## config.mk

```make
export PLATFORM = sky130hd
export DESIGN_NAME = fetch_arb
export DESIGN_NICKNAME = d
export VERILOG_FILES = /design/src/rtl/cache_pkg.sv /design/src/rtl/rr_arb2.sv /design/src/rtl/fetch_arb.sv
export SDC_FILE = /design/constraint.sdc
export NUM_CORES = 1
export LEC_CHECK = 0
export CAP_MARGIN = 20
export CORE_ASPECT_RATIO = 0.5
export CORE_UTILIZATION = 38
export DETAILED_ROUTE_END_ITERATION = 8
export GPL_TIMING_DRIVEN = 1
export PLACE_DENSITY_LB_ADDON = 0.12
export SETUP_SLACK_MARGIN = 0.5
export SKIP_LAST_GASP = 1
export SLEW_MARGIN = 40
export SYNTH_ARGS = -nofsm -noshare
export SYNTH_HDL_FRONTEND = slang
export SYNTH_HIERARCHICAL = 1
export SYNTH_SLANG_ARGS = --single-unit
```

## constraint.sdc

```tcl
create_clock -name clk -period 1.5 [get_ports clk]
set_input_delay 0.15 -clock clk [delete_from_list [all_inputs] [get_ports clk]]
set_output_delay 0.15 -clock clk [all_outputs]
set_load 0.01 [all_outputs]
```

## src/rtl/cache_pkg.sv

```systemverilog
// cache_pkg: definitions shared by the fetch arbiter and its testbench.
//   fsm_state_t : arbiter FSM states (IDLE / ISSUE / WAIT_DONE)
//   owner_t     : which controller owns the current transaction (0=wr, 1=rd)
//   CMD_*       : fetch command encodings carried on *_fetch_cmd / bus_cmd
package cache_pkg;

    typedef enum logic [1:0] {
        ST_IDLE      = 2'd0,
        ST_ISSUE     = 2'd1,
        ST_WAIT_DONE = 2'd2
    } fsm_state_t;

    typedef enum logic {
        OWN_WR = 1'b0,
        OWN_RD = 1'b1
    } owner_t;

    localparam logic [1:0] CMD_WB   = 2'b00;  // write-back
    localparam logic [1:0] CMD_FILL = 2'b01;  // line fill

endpackage

```

## src/rtl/rr_arb2.sv

```systemverilog
// rr_arb2: two-requester round-robin selector (purely combinational).
//   req[1:0] : request vector (bit 0 = wr, bit 1 = rd)
//   ptr      : priority pointer, index of the requester that wins a tie
//   gnt[1:0] : one-hot grant (all zero when nothing is requested)
module rr_arb2 (
    input  logic [1:0] req,
    input  logic       ptr,
    output logic [1:0] gnt
);

    always_comb begin
        gnt = '0;
        if (req[0] && req[1]) begin
            gnt[ptr] = 1'b1;
        end else begin
            gnt = req;
        end
    end

endmodule

```

## src/rtl/fetch_arb.sv

```systemverilog
// fetch_arb: arbitrates read- and write-controller fetch requests onto a
// single fetch engine, one transaction at a time.
//   clk, rst_n                 : clock, asynchronous active-low reset
//   rd_fetch_* / wr_fetch_*    : requester ports (req/cmd/tag/addr in, gnt/done out)
//   bus_req/cmd/tag/addr       : request to the fetch engine (valid only in ISSUE)
//   bus_gnt, bus_done          : engine accept and completion pulse
//   busy                       : a transaction is issued or outstanding
//   timeout_err                : sticky, set when a transaction exceeds timeout_cycles
module fetch_arb
    import cache_pkg::*;
#(
    parameter int addr_width     = 32,
    parameter int list_depth     = 4,
    parameter int timeout_cycles = 1024
) (
    input  logic                          clk,
    input  logic                          rst_n,

    input  logic                          rd_fetch_req,
    input  logic [1:0]                    rd_fetch_cmd,
    input  logic [$clog2(list_depth)-1:0] rd_fetch_tag,
    input  logic [addr_width-1:0]         rd_fetch_addr,
    output logic                          rd_fetch_gnt,
    output logic                          rd_fetch_done,

    input  logic                          wr_fetch_req,
    input  logic [1:0]                    wr_fetch_cmd,
    input  logic [$clog2(list_depth)-1:0] wr_fetch_tag,
    input  logic [addr_width-1:0]         wr_fetch_addr,
    output logic                          wr_fetch_gnt,
    output logic                          wr_fetch_done,

    output logic                          bus_req,
    output logic [1:0]                    bus_cmd,
    output logic [$clog2(list_depth)-1:0] bus_tag,
    output logic [addr_width-1:0]         bus_addr,
    input  logic                          bus_gnt,
    input  logic                          bus_done,

    output logic                          busy,
    output logic                          timeout_err
);

    localparam int TW = $clog2(list_depth);
    localparam int CW = (timeout_cycles > 1) ? $clog2(timeout_cycles) : 1;
    localparam logic [CW-1:0] CNT_LIMIT = CW'(timeout_cycles - 1);

    fsm_state_t          r_state;
    logic                r_rr;
    owner_t              r_owner;
    logic [1:0]          r_cmd;
    logic [TW-1:0]       r_tag;
    logic [addr_width-1:0] r_addr;
    logic [CW-1:0]       r_cnt;
    logic                r_timeout_err;

    logic [1:0]          w_req;
    logic [1:0]          w_arb_gnt;
    logic [1:0]          w_gnt;
    logic                w_done;

    assign w_req = {rd_fetch_req, wr_fetch_req};

    rr_arb2 u_rr_arb2 (
        .req (w_req),
        .ptr (r_rr),
        .gnt (w_arb_gnt)
    );

    // Grants exist only in IDLE; rst_n gating keeps them low while reset is held
    // even though the reset state itself is IDLE.
    assign w_gnt  = (rst_n && (r_state == ST_IDLE)) ? w_arb_gnt : 2'b00;
    assign w_done = (r_state == ST_WAIT_DONE) && bus_done;

    assign wr_fetch_gnt  = w_gnt[0];
    assign rd_fetch_gnt  = w_gnt[1];
    assign wr_fetch_done = w_done && (r_owner == OWN_WR);
    assign rd_fetch_done = w_done && (r_owner == OWN_RD);

    assign bus_req     = (r_state == ST_ISSUE);
    assign bus_cmd     = bus_req ? r_cmd  : '0;
    assign bus_tag     = bus_req ? r_tag  : '0;
    assign bus_addr    = bus_req ? r_addr : '0;
    assign busy        = (r_state != ST_IDLE);
    assign timeout_err = r_timeout_err;

    always_ff @(posedge clk or negedge rst_n) begin
        if (!rst_n) begin
            r_state       <= ST_IDLE;
            r_rr          <= 1'b0;
            r_owner       <= OWN_WR;
            r_cmd         <= '0;
            r_tag         <= '0;
            r_addr        <= '0;
            r_cnt         <= '0;
            r_timeout_err <= 1'b0;
        end else begin
            case (r_state)
                ST_IDLE: begin
                    if (w_gnt != 2'b00) begin
                        r_owner <= w_gnt[1] ? OWN_RD : OWN_WR;
                        r_cmd   <= w_gnt[1] ? rd_fetch_cmd  : wr_fetch_cmd;
                        r_tag   <= w_gnt[1] ? rd_fetch_tag  : wr_fetch_tag;
                        r_addr  <= w_gnt[1] ? rd_fetch_addr : wr_fetch_addr;
                        r_cnt   <= '0;
                        r_state <= ST_ISSUE;
                    end
                end
                ST_ISSUE: begin
                    if (bus_gnt) begin
                        r_state <= ST_WAIT_DONE;
                    end
                end
                ST_WAIT_DONE: begin
                    if (bus_done) begin
                        r_state <= ST_IDLE;
                        // Hand priority to whichever controller did not own this one.
                        r_rr    <= (r_owner == OWN_WR);
                    end
                end
                default: r_state <= ST_IDLE;
            endcase

            if (r_state != ST_IDLE) begin
                if (r_cnt != CNT_LIMIT) begin
                    r_cnt <= r_cnt + 1'b1;
                end
                // A completion landing on the limit cycle still counts as on time.
                if ((r_cnt == CNT_LIMIT) && !w_done) begin
                    r_timeout_err <= 1'b1;
                end
            end
        end
    end

endmodule

```

* After elaboration in Yosys (flattened, before gate mapping)
Index checks and enable logic that the tools add are counted.
Storage, ports and cells: register bits 51, logic and storage cells 53, output and inout bits 43, bits of input ports 78
Operators by class: eq/ne operators 7, reduce and logical (&&, ||, !) cells 15, bitwise operators 1, add/sub/neg operators 1, magnitude comparators 2, muxes and demuxes 19
Operators by type and width (number):
- 32-bit two-way mux | 2
- 10-bit two-way mux | 4
- 2-bit two-way mux | 9
- 10-bit by 1-bit adder with 10-bit output (second input constant) | 1
- 10-bit == test (second input constant) | 1
- 10-bit inequality test (second input constant) | 1
- 1-bit logical AND | 7
- 2-bit case mux with 3 select lines | 1
- 2-bit AND reduction | 3
- 2-bit by 1-bit inequality test with 1-bit output (second input constant) | 2
- 2-bit nonzero test | 2
- 3-bit AND reduction | 1
- 2-bit by 1-bit == test with 1-bit output (second input constant) | 1
- 2-bit == test (second input constant) | 1
- 2-bit logical NOT | 1
- 1-bit by 2-bit less-than comparator with 1-bit output (second input constant) | 1
- 1-bit two-way mux | 2
- 2-bit inequality test (second input constant) | 1
- 1-bit demux with 1-bit select | 1
- 1-bit greater-or-equal comparator (second input constant) | 1
- 1-bit logical NOT | 1
- 1-bit NOT | 1

* Depth between registers and ports, before layout
depth after elaboration 11, depth in mapped cells 8, depth with buffers taken out 5

* Cells and area by module
Netlist, hierarchy kept.
Modules (own cells, without submodules):
- fetch_arb | area an instance 2696.3 um2, instances 1, cells an instance 278, seq. area each 1276.2 um2
- rr_arb2 | area an instance 18.8 um2, instances 1, cells an instance 3, seq. area each 0.0 um2

* Worst setup path after synthesis
No wires, ideal clock.
path kind register to register, from register r_cnt[0], to register r_cnt[3], slack -0.147 ns, setup time 0.126 ns, clock period less this slack 1.647 ns, arrival time 1.521 ns, data required time 1.374 ns, cell stages (with the launch flop) 6, path buffers 0, path through dfrtp_1 > ha_1 > nand3_4 > o31a_1 > and3_1 > a311o_1
On the way: longest elaborated chain between the ends 3, elaborated cells between the ends (all ways) 4, classes of those cells 1 x add/sub; 1 x eq/ne; 2 x mux
RTL lines:
- from (decl) | line fetch_arb.sv:54 | logic [CW-1:0] r_cnt;
- from (signal assigned) | line fetch_arb.sv:126 | r_cnt <= r_cnt + 1'b1;
- 10-bit by 1-bit adder with 10-bit output / 10-bit inequality test (equally long branches) | line fetch_arb.sv:126, fetch_arb.sv:125
- 10-bit two-way mux (*) | line fetch_arb.sv:125 | if (r_cnt != CNT_LIMIT) begin
- 10-bit two-way mux (*) | line fetch_arb.sv:124 | if (r_state != ST_IDLE) begin
Every way passes the cells marked *; elsewhere a longest branch is shown, timed or not. A chain may end at the register's enable or synchronous reset.

* Worst setup path after layout
from register r_state[1], to register r_addr[2]
On the way: longest elaborated chain between the ends 5, elaborated cells between the ends (all ways) 6, classes of those cells 2 x mux; 4 x reduce/logical
RTL lines:
- from (decl) | line fetch_arb.sv:48 | fsm_state_t r_state;
- from (signal assigned) | line fetch_arb.sv:89 | r_state <= ST_IDLE;
- from (signal assigned) | line fetch_arb.sv:106 | r_state <= ST_ISSUE;
- from (signal assigned) | line fetch_arb.sv:111 | r_state <= ST_WAIT_DONE;
- 2-bit logical NOT (*) | line fetch_arb.sv:72, fetch_arb.sv:98
- 1-bit logical AND | line fetch_arb.sv:72 | assign w_gnt = (rst_n && (r_state == ST_IDLE)) ? w_arb_gnt : 2'b00;
- 2-bit two-way mux | line fetch_arb.sv:72
- 2-bit nonzero test | line fetch_arb.sv:100 | if (w_gnt != 2'b00) begin
- 2-bit AND reduction (no line)
- to (signal assigned) | line fetch_arb.sv:104 | r_addr <= w_gnt[1] ? rd_fetch_addr : wr_fetch_addr;
- to (decl) | line fetch_arb.sv:53 | logic [addr_width-1:0] r_addr;
Marks and branches as above.

==> impl_metrics.env <==
export IMPL_worstMarginPinSlew_ns=0.338
export IMPL_synth_top_area_share_pct=47.0
export IMPL_antenna_cells=0
export IMPL_dp_cells=505
export IMPL_grt_pass1_wl_um=13100
export IMPL_clk_insertion_delay_late_ns=0.29
export IMPL_die_w_um=122
export IMPL_core_area_sq_um=6810
export IMPL_failed_checks="setup timing"
export IMPL_ys_seq_area_share_pct=47.0
export IMPL_cts_sinks=51
export IMPL_status="finished with violations"
export IMPL_maxSlewViolCount=0
export IMPL_yosys_area_top_type="dfrtp_1"
export IMPL_ys_top_cells_by_count="dfrtp_1 (51), nand2_1 (46), and2_1 (37), mux2i_1 (37), o21ai_0 (22)"
export IMPL_clock_skew_ns=0.00396
export IMPL_synth_top_family_by_area="simple AND/OR/NAND/NOR gates"
export IMPL_synth_xor_area_share_pct=0.645
export IMPL_fp_row_count=21
export IMPL_synth_area_sq_um=2720
export IMPL_setup_viol=86
export IMPL_die_area_sq_um=7510
export IMPL_async_flop_share_pct=100
export IMPL_synth_compound_area_share_pct=13.3
export IMPL_cpMostUsedCell="buf_6"
export IMPL_ys_top_cells_by_area="dfrtp_1 (47%), mux2i_1 (14%), and2_1 (8.5%)"
export IMPL_cpMaxStageDelayCell="dfrtp_2"
export IMPL_boundaryPins=121
export IMPL_synth_seq_cells=51
export IMPL_crit_fanout=14
export IMPL_maxSlewHeadroom_pct=77.5
export IMPL_synth_fa_ha_area_share_pct=0.461
export IMPL_finalNetCount=530
export IMPL_wl_per_cell_um=16.4
export IMPL_die_y_um=61.8
export IMPL_place_area_sq_um=4310
export IMPL_antenna_found_initial=0
export IMPL_synthFlopType="dfrtp_1"
export IMPL_final_hold_viol_count=0
export IMPL_crit_path_end_kind="flop"
export IMPL_critPathLaunchType="flop"
export IMPL_postSynthNetCount=360
export IMPL_ant_nets=0
export IMPL_drt_iter0_markers=111
export IMPL_clk_pin_slew_ns=0.07
export IMPL_maxCapViolations=0
export IMPL_max_freq_mhz=614
export IMPL_cp_num_buf_inv=2
export IMPL_grt_max_degree=37
export IMPL_grt_pass1_vias=2680
export IMPL_port_buffers=120
export IMPL_path_delay_family="flip-flops"
export IMPL_rrSetupSlack_ns=-0.13
export IMPL_muxShareOfSynthArea_pct=13.6
export IMPL_hold_slack_ns=0.240
export IMPL_final_area_sq_um=5110
export IMPL_register_area_sq_um=1280
export IMPL_dp_hpwl_um=5520
export IMPL_fin_crit_ns=1.63
export IMPL_final_cells=544
export IMPL_first_pass_iters=4
export IMPL_drive_above_1_share_pct=38.7
export IMPL_synth_yosys_warnings=6
export IMPL_fillers=455
export IMPL_gp_congestion=0.897
export IMPL_vias=2690
export IMPL_ys_types=36
export IMPL_p_leak_nw=2.28
export IMPL_required_ns=1.68
export IMPL_ir_worst_vdd_v=0.000965
export IMPL_track_usage_pct=23.3
export IMPL_clockBufferDepth=2
export IMPL_utilization_pct=75.2
export IMPL_vias_per_cell=4.94
export IMPL_path_class="flop to flop"
export IMPL_cts_made_buffers=5
export IMPL_area_delta_synth_final_pct=88.4
export IMPL_synth_simple_gate_area_share_pct=20.6
export IMPL_path_cells="buf_6 -> nor2_4 -> and3_4 -> buf_6 -> mux2i_1 -> o21ai_1"
export IMPL_cts_root_buf="clkbuf_16"
export IMPL_cp_arrival_ns=1.81
export IMPL_tritoncts="done"
export IMPL_dp_slack_ns=-0.336
export IMPL_setup_ws_ns=-0.128
export IMPL_multi_input_comb_area_sq_um=1540
export IMPL_avgSynthCellArea_sq_um=9.66
export IMPL_start_util_pct=39.9
export IMPL_cts_max_level=2
export IMPL_wirelength_um=8940
export IMPL_rsz0062_at_grt="yes"
export IMPL_grt_overflow=0
export IMPL_period_share_pct=109
export IMPL_synth_edff_count=0
export IMPL_yosysMostFrequentCell="dfrtp_1"
export IMPL_hold_path_class="primary input to asynchronous set/reset pin"
export IMPL_drc=0
export IMPL_critical_path_max_stage_delay_ns=0.44
export IMPL_power_density_nw_per_um2=1730
export IMPL_syn_inst=281
## power breakdown
group / leakage, nW / switching [W] / internal [W] / total [W]
clock: 0.0875 / 0.000516 / 0.000839 / 0.00136
sequential: 0.643 / 0.000402 / 0.00198 / 0.00239
combinational: 1.55 / 0.00211 / 0.00300 / 0.00511
## area by class of cell
class                           instances  area share (%)
Tap cell                               92            2.25
Multi-Input combinational cell        208            30.1
Timing Repair Buffer                  180            38.8
Inverter                                5           0.367
Sequential cell                        51            25.0
Clock buffer                            6            2.72
Clock inverter                          2           0.758
## path summary, 6_finish.rpt
path,cells after the start,end,startpoint
setup / recovery,6,r_addr[2],r_state[1]
hold / removal,2,r_rr,rst_n
setup reg to reg,6,r_addr[2],r_state[1]
hold reg to reg,1,timeout_err,timeout_err
max in group asynchronous,3,r_state[0],rst_n
min in group clk,3,r_state[1],bus_gnt
## registers in the layout (all words and copies together) (netlist names)
register / flops
r_cmd: 2
r_cnt: 10
r_owner: 1
timeout_err: 1
r_tag: 2
r_addr: 32
r_rr: 1
r_state: 2
## cell families (layout without fill, tap and decap cells)
family | count (synthesis) | count (layout)
flops | 51 | 51
buf+inv | 22 | 193
xor+xnor | 2 | 2
mux | 37 | 37
simple gates | 108 | 108
fa+ha+maj | 1 | 1
compound gates | 60 | 60
## worst register-to-register path, cell delays in order (launching register included)
cell	delay, ns
dfrtp_2	0.44
buf_6	0.14
nor2_4	0.13
and3_4	0.26
buf_6	0.23
mux2i_1	0.24
o21ai_1	0.09
## layer usage
| metal | track usage, % | up-vias | wire, um |
|---|---|---|---|
| met5 | 0 | - | 0 |
| li1 | - | 1306 | - |
| met1 | 27.7 | 1304 | 3830 |
| met3 | 5.02 | 13 | 437 |
| met2 | 44.2 | 67 | 4530 |
| met4 | 6.70 | 0 | 150 |
## cell usage in the layout (no fill, tap or decap), types with 3 or more instances in the layout
cell type	n
clkdlybuf4s50_1	76
dfrtp_1	49
buf_6	48
nand2_1	44
and2_4	37
o21ai_1	35
mux2i_1	31
buf_4	30
clkbuf_16	8
buf_12	7
buf_16	6
buf_2	6
and3_1	4
nand3_1	4
inv_1	4
mux2i_2	4
o21ai_0	4
nor2_1	3
## through the flow
step	setup TNS (ns)	power [W]
final	-6.66	0.00885
after global routing	-11.73	0.00937
after CTS	-5.63	0.00846
after detailed placement	-17.95	0.00610
after global placement	-14.86	0.00595
after floorplan	-0.486	0.00447
## what timing repair did
action / in CTS / in global routing
hold buffers: 2 / 0
gates cloned: 6 / 3
pin swaps: 3 / 5
hold endpoints to repair: 15 / 0
gates resized for setup: 233 / 29
endpoints found under the setup margin: 94 / 95
buffers inserted: 16 / 4
Power figures use the tool's default switching activity.
